## config.mk

```make
export PLATFORM = sky130hd
export DESIGN_NAME = segasys1_sprcoll_ram
export DESIGN_NICKNAME = d
export VERILOG_FILES = /design/src/rtl/segasys1_pkg.sv /design/src/rtl/sprcoll_setq.sv /design/src/rtl/segasys1_sprcoll_ram.sv
export SDC_FILE = /design/constraint.sdc
export NUM_CORES = 2
export LEC_CHECK = 0
export ABC_AREA = 0
export BUFFER_PORTS_ARGS = -buffer_cell sky130_fd_sc_hd__buf_4
export CELL_PAD_IN_SITES_DETAIL_PLACEMENT = 1
export CELL_PAD_IN_SITES_GLOBAL_PLACEMENT = 1
export CORE_AREA = 8 8 353 355
export CTS_BUF_LIST = sky130_fd_sc_hd__clkbuf_4 sky130_fd_sc_hd__clkbuf_8 sky130_fd_sc_hd__clkbuf_16
export DETAILED_ROUTE_END_ITERATION = 8
export DIE_AREA = 0 0 361 363
export GPL_TIMING_DRIVEN = 0
export PLACE_DENSITY_LB_ADDON = 0.1
export SYNTH_ARGS = -nofsm -noshare
export SYNTH_HDL_FRONTEND = slang
export SYNTH_SLANG_ARGS = --single-unit
```

## constraint.sdc

```tcl
create_clock -name VCLKx4 -period 25.4 [get_ports VCLKx4]
set_clock_uncertainty 0.15 [all_clocks]
set_input_delay 2.54 -clock VCLKx4 [delete_from_list [all_inputs] [get_ports VCLKx4]]
set_output_delay 2.54 -clock VCLKx4 [all_outputs]
set_load 0.1 [all_outputs]
```

## src/rtl/segasys1_pkg.sv

```systemverilog
// Shared definitions for the System 1 sprite-collision storage block.
package segasys1_pkg;

    localparam int SPRCOLL_AW = 10;
    // cpu_ad bit that selects the summary/status location instead of a matrix entry
    localparam int SUM_BIT    = 10;

    typedef enum logic {
        ST_INIT,
        ST_RUN
    } sprcoll_state_t;

    // Source of the data currently presented on cpu_dout
    typedef enum logic [1:0] {
        RD_NONE,
        RD_MAT,
        RD_SUM
    } rd_kind_t;

endpackage

```

## src/rtl/sprcoll_setq.sv

```systemverilog
// Set-request queue: synchronous FIFO of matrix addresses awaiting a write of 1.
// Accepts one or two entries per clock; the caller guarantees room via full1/full2.
module sprcoll_setq #(
    parameter  int QDEPTH = 4,
    parameter  int AW     = 10,
    localparam int PW     = $clog2(QDEPTH),
    localparam int CW     = PW + 1
) (
    input  logic          VCLKx4,
    input  logic          RSTn,
    input  logic          flush,
    input  logic          push,
    input  logic          push2,
    input  logic [AW-1:0] din0,
    input  logic [AW-1:0] din1,
    input  logic          pop,
    output logic [AW-1:0] head,
    output logic [CW-1:0] count,
    output logic          full1,
    output logic          full2
);

    logic [AW-1:0] mem [0:QDEPTH-1];
    logic [PW-1:0] wr_ptr;
    logic [PW-1:0] rd_ptr;
    logic [CW-1:0] count_q;
    logic [CW-1:0] n_in;
    logic [CW-1:0] n_out;

    assign n_in  = push ? (push2 ? CW'(2) : CW'(1)) : '0;
    assign n_out = pop ? CW'(1) : '0;

    // Entry storage; second entry of a pair goes in the slot after the first
    always_ff @(posedge VCLKx4) begin
        if (push) begin
            mem[wr_ptr] <= din0;
            if (push2) mem[wr_ptr + PW'(1)] <= din1;
        end
    end

    // Pointers and occupancy; push and pop in the same clock net out
    always_ff @(posedge VCLKx4 or negedge RSTn) begin
        if (!RSTn) begin
            wr_ptr  <= '0;
            rd_ptr  <= '0;
            count_q <= '0;
        end else if (flush) begin
            wr_ptr  <= '0;
            rd_ptr  <= '0;
            count_q <= '0;
        end else begin
            if (push) wr_ptr <= wr_ptr + (push2 ? PW'(2) : PW'(1));
            if (pop)  rd_ptr <= rd_ptr + PW'(1);
            count_q <= count_q + n_in - n_out;
        end
    end

    assign head  = mem[rd_ptr];
    assign count = count_q;
    assign full1 = (count_q == CW'(QDEPTH));
    assign full2 = (count_q >= CW'(QDEPTH - 1));

endmodule

```

## src/rtl/segasys1_sprcoll_ram.sv

```systemverilog
// Sprite-collision matrix (1024 x 1) plus summary/overflow flags, read and
// cleared through the CPU collision window. Renderer strobes are queued and
// written as 1s whenever the CPU is not using the single write port.
// Build option SPRCOLL_SYM_EN: each event also sets the mirrored entry {b,a}.
//
// state   | meaning
// ST_INIT | sweeping zeros into the matrix, busy=1, bus and renderer ignored
// ST_RUN  | normal operation
module segasys1_sprcoll_ram
    import segasys1_pkg::*;
#(
    parameter int QDEPTH = 4,
    parameter int AW     = SPRCOLL_AW
) (
    input  logic          VCLKx4,
    input  logic          RSTn,
    input  logic          sprcoll,
    input  logic [AW-1:0] sprcoll_ad,
    input  logic          cpu_cs,
    input  logic          cpu_rd,
    input  logic          cpu_wr,
    input  logic [10:0]   cpu_ad,
    output logic [7:0]    cpu_dout,
    output logic          busy
);

    localparam int QCW = $clog2(QDEPTH) + 1;

    sprcoll_state_t state_q, state_d;
    logic [AW-1:0]  sweep_q;
    logic           running;

    logic           sprcoll_q;
    logic           evt;
    logic           accept;
    logic           q_push;
    logic           q_push2;
    logic [AW-1:0]  q_din1;
    logic           q_pop;
    logic [AW-1:0]  q_head;
    logic [QCW-1:0] q_count;
    logic           q_full1;
    logic           q_full2;

    logic           cpu_mat_wr;
    logic           cpu_sum_wr;
    logic           cpu_mat_rd;
    logic           cpu_sum_rd;

    logic           summary;
    logic           ovf;
    rd_kind_t       rd_kind_q;
    logic [1:0]     sum_q;

    logic           mem [0:(2**AW)-1];
    logic           ram_q;
    logic           ram_we;
    logic [AW-1:0]  ram_wa;
    logic           ram_wd;

    // State register and sweep address
    always_ff @(posedge VCLKx4 or negedge RSTn) begin
        if (!RSTn) begin
            state_q <= ST_INIT;
            sweep_q <= '0;
        end else begin
            state_q <= state_d;
            if (state_q == ST_INIT) sweep_q <= sweep_q + AW'(1);
        end
    end

    // Next state: leave INIT on the clock that writes the last address
    always_comb begin
        state_d = state_q;
        busy    = 1'b0;
        case (state_q)
            ST_INIT: begin
                busy = 1'b1;
                if (sweep_q == {AW{1'b1}}) state_d = ST_RUN;
            end
            ST_RUN:  state_d = ST_RUN;
            default: state_d = ST_INIT;
        endcase
    end

    assign running    = (state_q == ST_RUN);
    assign cpu_mat_wr = running & cpu_cs & cpu_wr & ~cpu_ad[SUM_BIT];
    assign cpu_sum_wr = running & cpu_cs & cpu_wr &  cpu_ad[SUM_BIT];
    assign cpu_mat_rd = running & cpu_cs & cpu_rd & ~cpu_ad[SUM_BIT];
    assign cpu_sum_rd = running & cpu_cs & cpu_rd &  cpu_ad[SUM_BIT];

    assign evt = running & sprcoll & ~sprcoll_q;

`ifdef SPRCOLL_SYM_EN
    logic [AW/2-1:0] ad_a;
    logic [AW/2-1:0] ad_b;
    logic            sym_pair;

    assign ad_a     = sprcoll_ad[AW-1:AW/2];
    assign ad_b     = sprcoll_ad[AW/2-1:0];
    assign sym_pair = (ad_a != ad_b);
    // A mirrored pair is all-or-nothing, so it needs two free slots
    assign accept   = sym_pair ? ~q_full2 : ~q_full1;
    assign q_push2  = evt & accept & sym_pair;
    assign q_din1   = {ad_b, ad_a};
`else
    logic q_unused;

    assign q_unused = q_full2;
    assign accept   = ~q_full1;
    assign q_push2  = 1'b0;
    assign q_din1   = sprcoll_ad;
`endif

    assign q_push = evt & accept;
    assign q_pop  = running & ~cpu_mat_wr & (q_count != '0);

    sprcoll_setq #(
        .QDEPTH (QDEPTH),
        .AW     (AW)
    ) u_setq (
        .VCLKx4 (VCLKx4),
        .RSTn   (RSTn),
        .flush  (~running),
        .push   (q_push),
        .push2  (q_push2),
        .din0   (sprcoll_ad),
        .din1   (q_din1),
        .pop    (q_pop),
        .head   (q_head),
        .count  (q_count),
        .full1  (q_full1),
        .full2  (q_full2)
    );

    // Write-port arbitration: sweep, then CPU clear, then queued set
    always_comb begin
        ram_we = 1'b0;
        ram_wa = cpu_ad[AW-1:0];
        ram_wd = 1'b0;
        if (!running) begin
            ram_we = 1'b1;
            ram_wa = sweep_q;
        end else if (cpu_mat_wr) begin
            ram_we = 1'b1;
        end else if (q_pop) begin
            ram_we = 1'b1;
            ram_wa = q_head;
            ram_wd = 1'b1;
        end
    end

    // Matrix RAM; read sees the pre-write value on a same-clock collision
    always_ff @(posedge VCLKx4) begin
        if (ram_we) mem[ram_wa] <= ram_wd;
        if (cpu_mat_rd) ram_q <= mem[cpu_ad[AW-1:0]];
    end

    // Edge detect, flags and read-source tracking; an event beats a CPU clear
    always_ff @(posedge VCLKx4 or negedge RSTn) begin
        if (!RSTn) begin
            sprcoll_q <= 1'b0;
            summary   <= 1'b0;
            ovf       <= 1'b0;
            rd_kind_q <= RD_NONE;
            sum_q     <= 2'b00;
        end else begin
            sprcoll_q <= sprcoll;
            if (evt)             summary <= 1'b1;
            else if (cpu_sum_wr) summary <= 1'b0;
            if (evt && !accept)  ovf <= 1'b1;
            else if (cpu_sum_wr) ovf <= 1'b0;
            if (cpu_cs && cpu_rd) begin
                if (!running)              rd_kind_q <= RD_NONE;
                else if (cpu_ad[SUM_BIT])  rd_kind_q <= RD_SUM;
                else                       rd_kind_q <= RD_MAT;
            end
            if (cpu_sum_rd) sum_q <= {ovf, summary};
        end
    end

    // Read data holds until the next read replaces its source
    always_comb begin
        cpu_dout = 8'h00;
        case (rd_kind_q)
            RD_MAT:  cpu_dout = {7'b0, ram_q};
            RD_SUM:  cpu_dout = {6'b0, sum_q};
            default: cpu_dout = 8'h00;
        endcase
    end

endmodule

```

Word-level counts from Yosys, hierarchy flattened
Memories as Yosys holds them, arrays and structs flattened. A register that Yosys moved wholly into a read port is not among the register bits.
Index checks and enable logic that the tools add are counted.
{"block": "word_totals", "reg_bits": 25, "ramBits": 1064, "in_bits": 27, "out_inout_bits": 9, "wordCells": 73, "memories": 2}
{"block": "op_classes", "addsub": 5, "eq_ne": 6, "mux": 28, "bitwise": 17, "reduce_logical": 5}
{"memory": "mem", "depth": 1024, "width": 1, "read_ports": 1, "rd_clocked_by_memory_dff": 1, "wr": 1, "line": "segasys1_sprcoll_ram.sv:55", "text": "logic mem [0:(2**AW)-1];"}
{"memory": "u_setq.mem", "depth": 4, "width": 10, "read_ports": 1, "rd_clocked_by_memory_dff": 0, "wr": 1, "line": "sprcoll_setq.sv:23", "text": "logic [AW-1:0] mem [0:QDEPTH-1];"}
{"op": "10-bit 2-to-1 mux", "n": 3}
{"op": "1-bit 2-to-1 mux", "n": 16}
{"op": "1-bit bitwise AND", "n": 12}
{"op": "2-bit 2-to-1 mux", "n": 6}
{"op": "10-bit by 1-bit adder with 10-bit output (second input constant)", "n": 1}
{"op": "10-bit == test (second input constant)", "n": 1}
{"op": "1-bit NOT", "n": 5}
{"op": "2-bit by 1-bit adder with 2-bit output (second input constant)", "n": 2}
{"op": "2-bit by 1-bit inequality test with 1-bit output (second input constant)", "n": 2}
{"op": "2-bit case mux with 2 select lines", "n": 1}
{"op": "2-bit nonzero test", "n": 2}
{"op": "3-bit adder", "n": 1}
{"op": "3-bit == test (second input constant)", "n": 1}
{"op": "3-bit 2-to-1 mux", "n": 1}
{"op": "3-bit nonzero test", "n": 1}
{"op": "3-bit subtractor", "n": 1}
{"op": "2-bit by 1-bit == test with 1-bit output (second input constant)", "n": 1}
{"op": "2-bit == test (second input constant)", "n": 1}
{"op": "1-bit logical AND", "n": 2}
{"op": "1-bit case mux with 2 select lines", "n": 1}

Longest topological paths before layout
{"block": "logic_depth", "ltp_word": 11, "depth_mapped": 13, "mapped_depth_nobuf": 10}

Cells and area by module
A second synthesis with hierarchy kept.
{"block": "hier_totals", "hier_cells": 3356, "hier_area_um2": 47984.8}
{"module": "segasys1_sprcoll_ram", "instances": 1, "cells_each": 3208, "area_each_um2": 45541.2, "seq_area_each_um2": 31230.0}
{"module": "sprcoll_setq", "instances": 1, "cells_each": 148, "area_each_um2": 2443.6, "seq_area_each_um2": 1376.3}

Least setup slack after synthesis
Ideal clock, no wire load.
{"block": "synth_timing", "path_kind": "input-to-reg", "from": "input port cpu_cs", "to": "memory mem[0] (data pin)", "setup_ns": 2.477, "arrival_ns": 14.177, "required_time_ns": 22.773, "setup_slack_ns": 8.596, "cell_stages": 4, "n_path_buf": 1, "path_cell_list": "and3b_1 -> or3_1 -> clkbuf_1 -> inv_1"}
{"block": "synth_via", "elab_chain_len": 9}
{"item": "from (decl)", "line": "segasys1_sprcoll_ram.sv:19", "text": "input logic cpu_cs,"}
{"item": "1-bit bitwise AND * (3 in series)", "line": "segasys1_sprcoll_ram.sv:87", "text": "assign cpu_mat_wr = running & cpu_cs & cpu_wr & ~cpu_ad[SUM_BIT];"}
{"item": "1-bit NOT", "line": "segasys1_sprcoll_ram.sv:116", "text": "assign q_pop = running & ~cpu_mat_wr & (q_count != '0);"}
{"item": "1-bit bitwise AND (2 in series)", "line": "segasys1_sprcoll_ram.sv:116"}
{"item": "1-bit 2-to-1 mux", "line": "segasys1_sprcoll_ram.sv:146", "text": "end else if (q_pop) begin"}
{"item": "1-bit 2-to-1 mux *", "line": "segasys1_sprcoll_ram.sv:144", "text": "end else if (cpu_mat_wr) begin"}
{"item": "1-bit 2-to-1 mux *", "line": "segasys1_sprcoll_ram.sv:141", "text": "if (!running) begin"}
{"item": "net ram_wd", "line": "segasys1_sprcoll_ram.sv:59", "text": "logic ram_wd;"}
{"item": "to (decl)", "line": "segasys1_sprcoll_ram.sv:55"}
The timed path passes the listed nets; every way through them passes the cells marked *.

==> metrics <==
core box area=119000 um^2; max-cap violation count=7; Non-Filler Instances=5104; fin. max-slew vios=57; H-tree Lvls=3; initial antenna violation count=9; Setup-failing EPs final=0; Overflow after GRT=0; TritonRoute pass-1 iters=5; synth warn=0; setup TNS=0 ns; global-route wire length before repair=254000 um; # nets final=3497; EDFF count, synth=1065; die area=131000 um^2; fraction of layout cells with a size suffix above 1=15.7%; die height=363 um; Fillers=11805; Arrival @ worst endpoint=8.97 ns; Avg Cell Area, Syn=14.3 um^2; vias in the first global route=31893; root buffer cell=clkbuf_16; CP required=25.71 ns; clk_lat worst skew=0.72 ns; GRT Total Usage=28.0%; clock sinks=1090; Cell Pwr Density=72.0 nW/um^2; worst slew margin relative to its limit=-8.85%; crit path max fanout=10; P&R area growth vs syn=13.4%; Die Wd=361 um; predominant post-synthesis flop cell=edfxtp_1; multi-input combinational cell area=13300 um^2; final worst slack=16.74 ns; Leakage Power=14.5 nW; Worst-Margin Slew=1.63 ns; post-placement cell area=49600 um^2; placed insts=4887; synthesized area=47200 um^2; # resized after CTS=0; #FFs+latches synth=1090; GP Congestion=0.903; Antenna Nets Post-Route=0; Setup WS pre-CTS=16.28 ns; fmax=0.116 GHz; Critical Path Start Type=input pin; final-report hold violation count=0; most common cell after layout, fill and taps aside=nor2_1; outcome=complete, but fails checks; routed via count=31185; CP endpoint kind=flop; Peak VDD IR=0.0000550 V; Max clock buf depth=3; postcts setup bufs=0; row cnt=127; Syn Inst Count=3298; Detail Placement HPWL=120000 um; HP Class=reg -> reg; Post-synth ARST share=2.29%; TritonCTS clock tree=built; sequential share of the synthesized area=69.1%; cell area after layout=53500 um^2; Unique masters post-synth=65; final cycle utilization of the critical path=34.1%; kind of critical path=in -> reg; vias per inst=6.11; # IOs=36; Post-CTS Hold Buffers=0; Storage cell area=32600 um^2; TritonCTS Buffers=119; # DRC=0; starting density of the core=39.7%; Detailed Route WL=187000 um; WL per Instance=36.6 um; Clk pin slew, worst setup/hold paths=0.06 ns; largest net degree at the start of global routing=219; RSZ-0062 raised after global routing=no; DRT iter0 DRCs=4407; failing checks=max-capacitance violations, max-slew violations; hold_ws=0.341 ns; Port Buffers=24; minimum clock period=8.66 ns; most frequent cells in the layout=nor2_1, edfxtp_1, mux4_2, clkbuf_1, nand2_1
==> where the power goes <==
group	internal (mW)	switching, mW
Sequential	1.94	0.0000179
Combinational	0.0445	0.111
Clock	1.03	0.722
Total	3.02	0.833
==> worst max-delay path: stages <==
cell       delay (ns)
buf_2            0.28
buf_1            0.90
clkbuf_1         1.03
clkbuf_1         1.21
mux4_2           0.51
o22ai_1          0.10
nor2_1           0.13
o22a_1           0.14
nand4_1          0.24
a2111oi_0        1.30
or4_1            0.52
==> final timing paths <==
check / start / to / slack [ns] / cells past startpoint
max reg2reg: u_setq.count[1] / mem[848] / 19.77 / 10
min: summary / summary / 0.34 / 2
min reg2reg: summary / summary / 0.34 / 2
max: cpu_ad[1] / ram_q / 16.74 / 11
min in group asynchronous: RSTn / u_setq.wr_ptr[1] / 1.59 / 1
max in group asynchronous: RSTn / sweep_q[3] / 23.26 / 1
==> stage by stage <==
stage / utilization [%] / total power [mW]
after CTS: 45.0 / 3.86
after detailed placement: 41.7 / 2.14
after global placement: 41.5 / 2.13
after global routing: 45.0 / 3.92
after floorplan: - / 2.06
final: 45.0 / 3.85
==> synth_stat cells, drive strengths merged (8+ instances only) <==
library cell	number	area, um^2
nor2	1078	4050
edfxtp	1065	32000
mux4	237	5340
clkbuf	191	717
nand2	153	574
buf	111	577
mux2i	94	941
o221ai	35	307
a22oi	32	240
a21oi	29	145
dfrtp	25	626
nand4	22	138
nor3	19	95.1
o22ai	18	113
nand3	16	80.1
inv	15	56.3
o21ai	14	70.1
and2	13	81.3
and3	13	81.3
a211oi	10	75.1
ha	9	113
xnor2	9	78.8
nor2b	8	50.1
==> kinds of logic after synthesis <==
family          Yosys count  share of synthesized area (%)
xor+xnor                 13                          0.241
fa+ha+maj                10                          0.281
compound gates          184                           2.88
other cells               1                        0.00794
mux                     334                           13.4
simple gates           1347                           11.3
flops                  1090                           69.1
buf+inv                 319                           2.88
==> sequential cells by signal, indices dropped and copies added, names as in the netlist <==
register       cells
sum_q              2
u_setq.wr_ptr      2
u_setq.mem        40
u_setq.rd_ptr      2
mem             1024
running            1
summary            1
u_setq.count       3
ovf                1
rd_kind_q          2
ram_q              1
sprcoll_q          1
sweep_q           10
==> per-layer routing <==
metal	up-vias	track usage [%]	wire length [um]
met5	-	0	23
met1	16743	36.8	73700
li1	12482	-	-
met2	1570	44.9	86400
met4	4	12.8	9700
met3	386	5.63	16800
==> final cells by class <==
type	instances	share of cell area, %
Multi-Input combinational cell	1894	24.8
Antenna cell	2	0.00935
Timing Repair Buffer	36	0.776
Tap cell	1548	3.62
Inverter	17	0.133
Buffer	302	2.45
Clock inverter	58	1.05
Clock buffer	157	6.20
Sequential cell	1090	60.9
Power figures use the tool's default switching activity.
